$ cat config.mk
export PLATFORM = sky130hd
export DESIGN_NAME = wrom_param
export DESIGN_NICKNAME = d
export VERILOG_FILES = /design/src/rtl/wrom_param.sv
export SDC_FILE = /design/constraint.sdc
export NUM_CORES = 1
export LEC_CHECK = 0
export ABC_CLOCK_PERIOD_IN_PS = 1900
export CORE_ASPECT_RATIO = 1.4
export CORE_MARGIN = 2
export CORE_UTILIZATION = 53
export CTS_CLUSTER_DIAMETER = 50
export DETAILED_ROUTE_END_ITERATION = 7
export PLACE_DENSITY = 0.82
export SYNTH_ARGS = -nofsm -noshare
export SYNTH_HDL_FRONTEND = slang
export SYNTH_HIERARCHICAL = 1
export SYNTH_SLANG_ARGS = --single-unit
$ cat constraint.sdc
create_clock -name CLK -period 1.9 [get_ports CLK]
set_clock_uncertainty 0.2 [all_clocks]
set_input_delay 0.38 -clock CLK [delete_from_list [all_inputs] [get_ports CLK]]
set_output_delay 0.38 -clock CLK [all_outputs]
set_load 0.05 [all_outputs]
$ cat src/rtl/wrom_param.sv
// Twiddle ROM sequencer. It streams G = N/LANES groups of LANES twiddle words.
// Each group is held for HOLD enabled cycles, in the stage order (b * 4^s) mod G.
module wrom_lane #(
  parameter int NB    = 9,
  parameter int N     = 32,
  parameter int LANES = 4,
  parameter int LANE  = 0,
  parameter int GW    = 3,
  parameter logic [N*NB-1:0] TW_R = '0,
  parameter logic [N*NB-1:0] TW_I = '0
) (
  input  logic [GW-1:0] grp,
  output logic [NB-1:0] re,
  output logic [NB-1:0] im
);
  localparam int G = N / LANES;

  logic [NB-1:0] tr [G];
  logic [NB-1:0] ti [G];

  for (genvar g = 0; g < G; g++) begin : g_ent
    assign tr[g] = TW_R[(g*LANES+LANE)*NB +: NB];
    assign ti[g] = TW_I[(g*LANES+LANE)*NB +: NB];
  end

  assign re = tr[grp];
  assign im = ti[grp];
endmodule

module wrom_param #(
  parameter int NB      = 9,
  parameter int N       = 32,
  parameter int LANES   = 4,
  parameter int HOLD    = 4,
  parameter int NSTAGES = 2,
  // Unity in the short-float format: leading 01, all other bits zero.
  parameter logic [N*NB-1:0] TW_R = {N{{2'b01, {(NB-2){1'b0}}}}},
  parameter logic [N*NB-1:0] TW_I = '0
) (
  input  logic                                          CLK,
  input  logic                                          RST,
  input  logic                                          START,
  input  logic [((NSTAGES > 1) ? $clog2(NSTAGES) : 1)-1:0] STAGE,
  input  logic                                          EN,
  output logic [NB*LANES-1:0]                           OR,
  output logic [NB*LANES-1:0]                           OI,
  output logic                                          VALID,
  output logic                                          LAST,
  output logic                                          RDY,
  output logic                                          BUSY,
  output logic                                          ERR
);
  localparam int G  = N / LANES;
  localparam int GW = (G > 1) ? $clog2(G) : 1;
  localparam int HW = (HOLD > 1) ? $clog2(HOLD) : 1;
  localparam int SW = (NSTAGES > 1) ? $clog2(NSTAGES) : 1;

  localparam logic [0:0] IDLE = 1'b0;
  localparam logic [0:0] RUN  = 1'b1;

  logic [0:0]               st;
  logic [HW-1:0]            h;
  logic [GW-1:0]            b;
  logic [GW-1:0]            grp;
  logic [SW-1:0]            stg;
  logic                     run;
  logic                     fin;
  logic                     bad;
  logic [LANES-1:0][NB-1:0] lr;
  logic [LANES-1:0][NB-1:0] li;

  assign run = (st == RUN);
  assign fin = (b == GW'(G-1)) && (h == HW'(HOLD-1));
  assign bad = 32'(STAGE) >= 32'(NSTAGES);
  // G is a power of two, so truncating to GW bits gives (b * 4^s) mod G.
  assign grp = b << {stg, 1'b0};

  for (genvar l = 0; l < LANES; l++) begin : g_lane
    wrom_lane #(
      .NB(NB), .N(N), .LANES(LANES), .LANE(l), .GW(GW),
      .TW_R(TW_R), .TW_I(TW_I)
    ) u_lane (
      .grp (grp),
      .re  (lr[l]),
      .im  (li[l])
    );
  end

  // The counters run one cycle ahead of the output registers.
  // A single EN therefore advances both and keeps them aligned through stalls.
  always_ff @(posedge CLK) begin
    if (!RST) begin
      st    <= IDLE;
      h     <= '0;
      b     <= '0;
      stg   <= '0;
      OR    <= '0;
      OI    <= '0;
      VALID <= 1'b0;
      LAST  <= 1'b0;
      RDY   <= 1'b0;
      ERR   <= 1'b0;
    end else begin
      ERR <= 1'b0;
      RDY <= 1'b0;
      if (START && bad) begin
        ERR <= 1'b1;
      end else if (START) begin
        st    <= RUN;
        h     <= '0;
        b     <= '0;
        stg   <= SW'(STAGE);
        VALID <= 1'b0;
        LAST  <= 1'b0;
      end else if (EN) begin
        VALID <= run;
        LAST  <= run && fin;
        RDY   <= VALID && LAST;
        if (run) begin
          OR <= lr;
          OI <= li;
          if (fin) begin
            st <= IDLE;
          end else if (h == HW'(HOLD-1)) begin
            h <= '0;
            b <= b + 1'b1;
          end else begin
            h <= h + 1'b1;
          end
        end
      end
    end
  end

  assign BUSY = run | VALID;
endmodule

==> flow_metrics.py <==
metrics = {
    "critical_path": {
        "crit_slowest_cell": "dfxtp_1",
        "critical_path.cell_chain": "or2_2 -> buf_12",
        "arrival_ns": 1.22,
        "required_ns": 1.32,
        "end_kind": "primary output",
        "r2r-end": "h[1]",
        "reg2reg_from": "b[0]",
        "slowest_delay_ns": 0.39,
        "cp_max_fo": 6,
        "worstSetupPathType": "register to primary output",
        "r2r_slack_ns": 0.22,
        "rr_worst_depth": 5,
        "cp-start-kind": "register",
    },
    "synth": {
        "syn_inst": 442,
        "syn_area_um2": 3600,
        "syn_avg_cell_area_um2": 8.14,
        "yosysWarnings": 6,
    },
    "routing": {
        "wl_mm": 5.76,
        "via_per_inst": 4.47,
        "first_pass_iters": 4,
        "vias": 2588,
        "drtIter0Drc": 118,
        "final_antenna_net_count": 0,
        "drcViolationCount": 0,
        "wl_per_cell_um": 9.95,
    },
    "power": {
        "ir_worst_vdd_mv": 0.964,
        "p_clk_share_pct": 37.4,
        "internal-power_uw": 2610,
        "switching_share_pct": 26.0,
        "p_switching_uw": 914,
        "power_frac_comb_pct": 12.3,
        "p_leak_uw": 0.00188,
        "pwr-share-seq_pct": 50.2,
        "p_per_area_nw_per_um2": 850,
    },
    "clocking": {
        "cts.sinks": 81,
        "cts-hold-fix-buffers": 0,
        "h-tree-depth": 3,
        "insertion_delay_ns": 0.33,
        "clk_pin_slew_worst_paths_ns": 0.07,
        "cts_tree": "built",
        "clock_path_buffers": 2,
        "post_cts_buffers": 0,
        "cts-buffers-inserted": 9,
        "cts.repair.resized": 0,
        "cts_root_buf": "clkbuf_8",
    },
    "grt": {
        "grt_pass1_wl_mm": 9.44,
        "grt_pass1_vias": 2213,
        "grt_max_degree": 59,
        "grt.overflow.total": 0,
        "antenna_found_initial": 0,
        "grtUsageTotal_pct": 15.9,
    },
    "cells_and_area": {
        "drive_above_1_share_pct": 20.8,
        "diodes": 0,
        "fin_nets": 508,
        "syn2layout_area_growth_pct": 15.1,
        "fin_cells": 579,
    },
    "timing": {
        "setup_tns_ns": 0,
        "final-setup-viol-count": 0,
        "period_minus_slack_ns": 1.80,
        "rsz0062_at_grt": "false",
        "slew_viol_final": 0,
        "max_freq_ghz": 0.557,
        "finalCritPeriodShare_pct": 94.5,
        "hold_viol_final": 0,
    },
    "floorplan": {
        "ioPinCount": 82,
        "coreArea_um2": 6570,
        "die_w_um": 73.6,
        "initial_core_util_pct": 54.8,
        "num_rows": 35,
        "dieArea_um2": 7470,
        "die_y_um": 101,
    },
    "min_path": {
        "hold_path_depth": 2,
        "min_path_type": "register to register",
        "hold_start": "OR[16]",
        "min_to": "OR[16]",
    },
    "status": {
        "status": "completed",
    },
    "placement": {
        "gp_congestion": 0.741,
        "hpwlAfterDp_mm": 4.09,
        "dp_cells": 563,
        "io_buffers": 79,
    },
    "run": {
        "cap_violations": 0,
    },
}
[flip-flops by register name, indices dropped and copies added, names as in the netlist]
name   cells
b          3
OR        36
OI        36
VALID      1
h          2
run        1
RDY        1
LAST       1
[layout make-up]
type	instances	area (um2)
multi-input cells	319	1480
inverters	1	3.75
well taps	74	92.6
repair buffers	88	728
clock buffers	11	131
flip-flops and latches	81	1620
clock inverters	5	80.1
fillers	566	2430
[placed cells by master, fill, tap and decap left out, types with 3 or more instances in the layout]
cell type,count
ha_1,3
nor2_1,4
nand3_1,74
clkbuf_8,9
dfxtp_1,81
buf_12,5
o21ai_0,15
conb_1,73
buf_4,81
nand2_1,73
o21ai_1,58
a21oi_1,4
[worst max path at each step]
stage                from  slack (ns)  depth (start not counted)  endpoint
finish                run        0.10                          2      BUSY
global placement       EN        0.06                          6     OR[7]
CTS                   run        0.09                          2      BUSY
floorplan           VALID        0.32                          1      BUSY
global route          run        0.05                          2      BUSY
detailed placement     EN        0.02                          6    OI[29]
[critical path, delay by kind of cell (launching register included)]
family / cells / cell delay, ns
buf+inv: 1 / 0.15
flops: 1 / 0.39
simple gates: 1 / 0.35
[metal layers]
metal / track usage (%) / routed length [um] / up-vias / part of all wire (%)
met5: 0 / 0 / - / 0
met4: 5.45 / 59 / 0 / 1.0
met3: 5.67 / 326 / 4 / 5.7
met2: 28.5 / 2960 / 48 / 51
met1: 17.0 / 2420 / 1106 / 42
li1: - / - / 1430 / -
[power by group through the flow]
stage          sequential, uW  clock, uW  combinational, uW
2_1_floorplan            1950          0                281
3_3_place_gp             1810          0                425
3_5_place_dp             1810          0                432
4_1_cts                  1770       1360                432
5_1_grt                  1770       1430                475
6_report                 1770       1320                434
[per-stage QoR]
| step | instance area, um2 | worst slack (ns) | util, % | hold slack [ns] | power (uW) |
|---|---|---|---|---|---|
| after floorplan | 3840 | 0.320 | - | 0.257 | 2240 |
| final | 4140 | 0.104 | 63.0 | 0.259 | 3520 |
| after global placement | 3930 | 0.0584 | 59.8 | 0.244 | 2230 |
| after detailed placement | 3930 | 0.0225 | 59.8 | 0.252 | 2240 |
| after global routing | 4140 | 0.0535 | 63.0 | 0.261 | 3680 |
| after CTS | 4140 | 0.0855 | 63.0 | 0.245 | 3560 |
Power figures use the tool's default switching activity.
